[src/rtl/seq_pkg.sv]
// Shared encodings and default sizes for the serial
// sequence generator and its matching detector.
package seq_pkg;

    localparam int SEQ_MAX_LEN = 8;
    localparam int SEQ_CNT_W   = 4;

    typedef logic [1:0] seq_state_t;

    localparam seq_state_t IDLE = 2'd0;
    localparam seq_state_t SEND = 2'd1;
    localparam seq_state_t GAP  = 2'd2;
    localparam seq_state_t DONE = 2'd3;

endpackage

[src/rtl/sequence_generator.sv]
// Serialises a captured bit pattern MSB-first, repeated
// a number of times with optional idle gaps in between.
module sequence_generator
    import seq_pkg::*;
#(
    parameter int MAX_LEN = SEQ_MAX_LEN,
    parameter int CNT_W   = SEQ_CNT_W
) (
    input  logic               clk,
    input  logic               reset,
    input  logic               start,
    input  logic [MAX_LEN-1:0] pattern,
    input  logic [CNT_W-1:0]   pat_len,
    input  logic [CNT_W-1:0]   repeat_cnt,
    input  logic [CNT_W-1:0]   gap_len,
    output logic               ready,
    output logic               out_bit,
    output logic               out_valid,
    output logic               done
);

    localparam int LW = $clog2(MAX_LEN + 1);

    seq_state_t         state_q, state_d;
    logic [MAX_LEN-1:0] pat_q, pat_d;
    logic [LW-1:0]      len_q, len_d;
    logic [LW-1:0]      idx_q, idx_d;
    logic [CNT_W-1:0]   rep_q, rep_d;
    logic [CNT_W-1:0]   gap_q, gap_d;
    logic [CNT_W-1:0]   gcnt_q, gcnt_d;
    logic [LW-1:0]      len_clamp;
    logic [LW-1:0]      sel;
    logic               bit_c;

    always_ff @(posedge clk) begin
        if (reset) begin
            state_q <= IDLE;
            pat_q   <= '0;
            len_q   <= '0;
            idx_q   <= '0;
            rep_q   <= '0;
            gap_q   <= '0;
            gcnt_q  <= '0;
        end else begin
            state_q <= state_d;
            pat_q   <= pat_d;
            len_q   <= len_d;
            idx_q   <= idx_d;
            rep_q   <= rep_d;
            gap_q   <= gap_d;
            gcnt_q  <= gcnt_d;
        end
    end

    always_comb begin
        len_clamp = LW'(pat_len);
        if (pat_len == '0)
            len_clamp = LW'(1);
        else if (int'(pat_len) > MAX_LEN)
            len_clamp = LW'(MAX_LEN);
    end

    always_comb begin
        state_d = state_q;
        pat_d   = pat_q;
        len_d   = len_q;
        idx_d   = idx_q;
        rep_d   = rep_q;
        gap_d   = gap_q;
        gcnt_d  = gcnt_q;
        unique case (state_q)
            IDLE: begin
                if (start) begin
                    pat_d   = pattern;
                    len_d   = len_clamp;
                    rep_d   = (repeat_cnt == '0) ? CNT_W'(1) : repeat_cnt;
                    gap_d   = gap_len;
                    idx_d   = '0;
                    gcnt_d  = '0;
                    state_d = SEND;
                end
            end
            SEND: begin
                if (idx_q == len_q - LW'(1)) begin
                    if (rep_q > CNT_W'(1)) begin
                        rep_d  = rep_q - CNT_W'(1);
                        idx_d  = '0;
                        gcnt_d = '0;
                        if (gap_q != '0)
                            state_d = GAP;
                    end else begin
                        state_d = DONE;
                    end
                end else begin
                    idx_d = idx_q + LW'(1);
                end
            end
            GAP: begin
                if (gcnt_q == gap_q - CNT_W'(1)) begin
                    idx_d   = '0;
                    state_d = SEND;
                end else begin
                    gcnt_d = gcnt_q + CNT_W'(1);
                end
            end
            DONE: state_d = IDLE;
            default: state_d = IDLE;
        endcase
    end

    // MSB-first: bit position counts down from len-1
    always_comb begin
        sel   = len_q - LW'(1) - idx_q;
        bit_c = 1'b0;
        for (int i = 0; i < MAX_LEN; i++)
            if (LW'(i) == sel)
                bit_c = pat_q[i];
    end

    assign ready     = (state_q == IDLE);
    assign done      = (state_q == DONE);
    assign out_valid = (state_q == SEND);
    assign out_bit   = (state_q == SEND) & bit_c;

endmodule

[config.mk]
export PLATFORM = sky130hd
export DESIGN_NAME = sequence_generator
export DESIGN_NICKNAME = d
export VERILOG_FILES = /design/src/rtl/seq_pkg.sv /design/src/rtl/sequence_generator.sv
export SDC_FILE = /design/constraint.sdc
export NUM_CORES = 1
export LEC_CHECK = 0
export CAP_MARGIN = 20
export CORE_MARGIN = 1
export CORE_UTILIZATION = 30
export CTS_CLUSTER_DIAMETER = 150
export DETAILED_ROUTE_END_ITERATION = 12
export PLACE_DENSITY_LB_ADDON = 0.15
export SKIP_LAST_GASP = 1
export SLEW_MARGIN = 20
export SYNTH_ARGS = -nofsm -noshare
export SYNTH_HDL_FRONTEND = slang
export SYNTH_SLANG_ARGS = --single-unit
[constraint.sdc]
create_clock -name clk -period 2.6 [get_ports clk]
set_clock_uncertainty 0.2 [all_clocks]
set_input_delay 0.78 -clock clk [delete_from_list [all_inputs] [get_ports clk]]
set_output_delay 0.78 -clock clk [all_outputs]
set_load 0.01 [all_outputs]
# --- After elaboration in Yosys (flattened, before gate mapping) ---
# Index checks and enable logic that the tools add are counted.
# W data, S select, Z words.
op_classes:
  n_eq_ne: 19
  order_cmp: 2
  bitwise: 1
  n_addsub: 6
  muxes: 29
  n_reduce_logical: 12
ops:
  columns: ["operator", "n"]
  rows:
  - ["$mux W4", 12]
  - ["$pmux W4 S3", 2]
  - ["$eq A3 B4 Y1 const A", 4]
  - ["$logic_not A4 Y1", 3]
  - ["$reduce_and A4 Y1", 3]
  - ["$sub A4 B1 Y4 const B", 3]
  - ["$mux W2", 5]
  - ["$add A4 B1 Y4 const B", 2]
  - ["$eq A2 B4 Y1 const A", 2]
  - ["$eq A4 B4 Y1", 2]
  - ["$mux W1", 8]
  - ["$pmux W2 S4", 1]
  - ["$pmux W4 S2", 1]
  - ["$ne A2 B2 Y1 const B", 3]
  - ["$ne A3 B2 Y1 const B", 2]
  - ["$reduce_and A5 Y1", 1]
  - ["$eq A1 B4 Y1 const A", 1]
  - ["$eq A2 B2 Y1 const B", 2]
  - ["$gt A4 B1 Y1 const B", 1]
  - ["$gt A4 B4 Y1 const B", 1]
  - ["$ne A2 B1 Y1 const B", 2]
  - ["$reduce_bool A4 Y1", 1]
  - ["$sub A4 B4 Y4", 1]
  - ["$reduce_bool A3 Y1", 1]
  - ["other kinds (5)", 5]
word_totals:
  wordCells: 76
  output_inout_bits: 4
  ff_bits: 30
  input_bits: 23

# --- Depth between registers and ports, before layout ---
depth:
  depth_word: 12
  mapped_depth: 8
  mapped_depth_nobuf: 8

# --- Worst setup path after synthesis ---
# Ideal clock, no wire load.
synth_timing:
  path_type: "reg-to-output"
  from: "register len_q[0]"
  to: "output port out_bit"
  path_stages_with_launch: 8
  path_buffers: 0
  required_time_ps: 1620
  setup_slack_ps: -328
  t_arrival_ps: 1948
  cell_sequence: "dfxtp_1 inv_1 ha_1 inv_1 fa_1 mux4_2 mux2i_1 nor3_1"
synth_between:
  elab_chain_len: 12
  word_cells_on_any_way: 19
  cone_classes: "add/sub (2); eq/ne (7); mux (8); bitwise (1); reduce/logical (1)"
synth_rtl:
  columns: ["element", "line", "source"]
  rows:
  - ["from (decl)", "sequence_generator.sv:26", "logic [LW-1:0] len_q, len_d;"]
  - ["from (signal assigned)", "sequence_generator.sv:47", "len_q <= len_d;"]
  - ["$sub A4 B1 Y4 (*)", "sequence_generator.sv:113", "sel = len_q - LW'(1) - idx_q;"]
  - ["$sub A4 B4 Y4 (*)", "sequence_generator.sv:113", null]
  - ["$logic_not A4 Y1", "sequence_generator.sv:116", "if (LW'(i) == sel)"]
  - ["$mux W1 (7 in series)", "sequence_generator.sv:116", null]
  - ["$mux W1 (*)", "sequence_generator.sv:116", null]
  - ["$and A1 B1 Y1 (*)", "sequence_generator.sv:123", "assign out_bit = (state_q == SEND) & bit_c;"]
  - ["to (decl)", "sequence_generator.sv:17", "output logic out_bit,"]
# Mark *: on every way between the ends. The rest lies on a longest branch, timed or not.

# --- Worst setup path in the final report ---
layout_timing:
  from: "register len_q[1]"
  to: "output port out_bit"
# The elaborated chain is that of the path after synthesis.

==> reports/results.ini <==
[timing]
grt_setup_unrepaired=yes
hold_viol=0
fin_crit_sh_pct=129
drv_slew=0
relSlewSlack_pct=69.0
worst_slew_pin_slew_ns=0.461
whs_ns=0.252
final.setup.worst_slack_ns=-0.762
max_freq_mhz=297
setup_violations=1
period_needed_ns=3.36

[critical_path]
cp-startpoint=len_q[1]$_SDFFE_PP0P_
max_stage_delay_ns=0.52
arrival_ns=2.38
r2r_start=len_q[1]$_SDFFE_PP0P_
cp_common_cell=inv_2
slowest_stage=fa_1
worst_setup_path_end_kind=output pin
path_cells=inv_2, ha_4, inv_2, fa_1, mux4_2, mux2i_1, nor3_2, buf_2
cp-start-kind=flip-flop
cp.required_ns=1.62
crit_fanout=2
worstSetupPathType=flip-flop to output pin

[floorplan]
die_area_sq_um=6020
start_util_pct=31.1
ios=27
die_w_microns=77.6
rows=27
die_h_microns=77.6
coreArea_sq_um=5510

[hold_path]
hold_class=flip-flop to flip-flop
min_from=pat_q[3]$_SDFFE_PP0P_

[logic_synthesis]
syn-num-nets=237
yosysMostFrequentCell=nand2_1
synth.area.top_cells=dfxtp_1 (35%), nand2_1 (7.7%), a21oi_1 (7.6%)
synth.distinct_cells=45
async_flop_share_pct=0
netlist_instances=204
synth_area_per_cell_sq_um=8.40
ys_ff_latch=30
yosysTopAreaCellShare_pct=35.0
synth-main-ff-cell=dfxtp_1
synth_edf_count=0
yosys.area.top_type=dfxtp_1
synth_common_cells=nand2_1 (35), dfxtp_1 (30), a21oi_1 (26)
yosysSeqAreaShare_pct=35.0
synth_area_sq_um=1710
ys_warn_count=0

[drt]
viasPerCell=4.72
post_drt_wl_per_cell_microns=12.5
wl_microns=4150
drtAntennaViolNets=0
drc_errors=0
drt-pass1-iter-count=4
route.vias.total=1561
drtIter0Drc=44

[placement]
post-dp-hpwl_microns=3100
io_buffers=26
routabilityCongestion=0.719

[final_layout]
finalNetCount=291
fillCellCount=573
drive_gt1_share_pct=23.9
syn2layout_area_growth_pct=39.3
diodes=0
multi_input_area_sq_um=1080
regArea_sq_um=606

[global_route]
antenna_found_initial=0
grt.overflow.total=0
grt_use_met2_pct=22.8
grt_util_met1_pct=21.2
grtUsageTotal_pct=15.4
grt_pass1_vias=1571
grt_use_met3_pct=4.59
grt_first_pass_wirelength_microns=7130
grt_max_degree=17
grt.busiest_layer=met2

[clocking]
clock-sinks=30
clk_pin_slew_worst_paths_ns=0.07
clock_latency_ns=0.29
ctsHoldBuffers=0
cts-htree-levels=2
cts_root_buffer=clkbuf_8
clockBufferDepth=2
cts_tree=yes
cts_buffers=5

[pwr]
ir_drop_uv=190
powerDensity_nw_per_um2=549
p_total_mw=1.31
leakagePower_nw=0.898

[flow_run]
maxCapViolations=0

[outcome]
status=finished, violations left
violations=setup timing

==> cell type report <==
class / count / area share (%)
Sequential cell: 30 / 25.4
Inverter: 13 / 2.04
Tap cell: 72 / 3.77
Clock inverter: 2 / 0.524
Timing Repair Buffer: 54 / 19.6
Multi-Input combinational cell: 154 / 45.2
Clock buffer: 6 / 3.46
==> cells in the final DEF, fill, tap and decap left out, types with 4 or more instances in the layout <==
master / instances
inv_1: 9
ha_1: 7
inv_2: 4
xnor2_1: 7
dfxtp_1: 26
nor2_1: 14
buf_4: 28
clkbuf_8: 6
nor3_1: 4
nand2_1: 35
a21oi_1: 25
clkdlybuf4s50_1: 24
nand3b_1: 4
nand3_1: 5
dfxtp_2: 4
==> path summary, 6_finish.rpt <==
| path | endpoint | slack [ns] | depth (start not counted) |
|---|---|---|---|
| max reg2reg | rep_q[3]$_SDFFE_PP0P_ | 0.23 | 11 |
| min | pat_q[3]$_SDFFE_PP0P_ | 0.25 | 2 |
| max | out_bit | -0.76 | 8 |
| min reg2reg | pat_q[3]$_SDFFE_PP0P_ | 0.25 | 2 |
==> metal layers <==
| layer | up-vias | wire (microns) |
|---|---|---|
| met5 | - | 0 |
| met4 | 0 | 32 |
| met3 | 5 | 205 |
| met2 | 33 | 1800 |
| met1 | 708 | 2110 |
| li1 | 815 | - |
==> kinds of logic (layout without fill, tap and decap cells) <==
| kind of cell | Yosys count | in the layout | synth area share, % |
|---|---|---|---|
| AO/OA/AOI/OAI | 48 | 48 | 18.8 |
| XOR/XNOR | 12 | 12 | 7.88 |
| adder cells (fa/ha/maj) | 10 | 10 | 7.74 |
| buffers and inverters | 20 | 75 | 4.38 |
| flip-flops | 30 | 30 | 35.0 |
| multiplexers | 5 | 5 | 4.45 |
| AND/OR/NAND/NOR | 79 | 79 | 21.8 |
==> through the flow <==
step	TNS [ns]	setup slack [ns]	cell area [sq um]	std cells	utilization (%)
finish	-0.762	-0.762	2390	331	43.4
global route	-0.876	-0.876	2390	331	43.4
CTS	-0.766	-0.766	2360	331	42.9
detailed placement	-0.809	-0.809	2240	322	40.7
global placement	-0.775	-0.775	2240	322	40.7
floorplan	-0.295	-0.295	1720	204	-
==> flip-flops by register name, summed over array words and instances (netlist names) <==
register  cells
gap_q         4
gcnt_q        4
idx_q         4
len_q         4
pat_q         8
rep_q         4
state_q       2
==> what timing repair did <==
| item | CTS | global route |
|---|---|---|
| pin swaps | 3 | 1 |
| gates resized for setup | 11 | 7 |
| endpoints found under the setup margin | 2 | 3 |
| cloned | 0 | 0 |
| buffers inserted | 1 | 0 |
==> power by group <==
group	leakage (nW)	internal [mW]	total [mW]	switching, mW
registers	0.247	0.493	0.524	0.0304
clock network	0.0472	0.213	0.412	0.200
logic	0.604	0.195	0.375	0.180
total	0.898	0.901	1.31	0.410
==> critical path: cells and delay by family (launching register included) <==
kind	cells	cell delay (ns)
and+or+nand+nor	1	0.05
DFF	1	0.34
adders and majority gates	2	0.77
buffers and inverters	3	0.23
muxes	2	0.70
No activity file was read; power rests on OpenSTA's default activity.
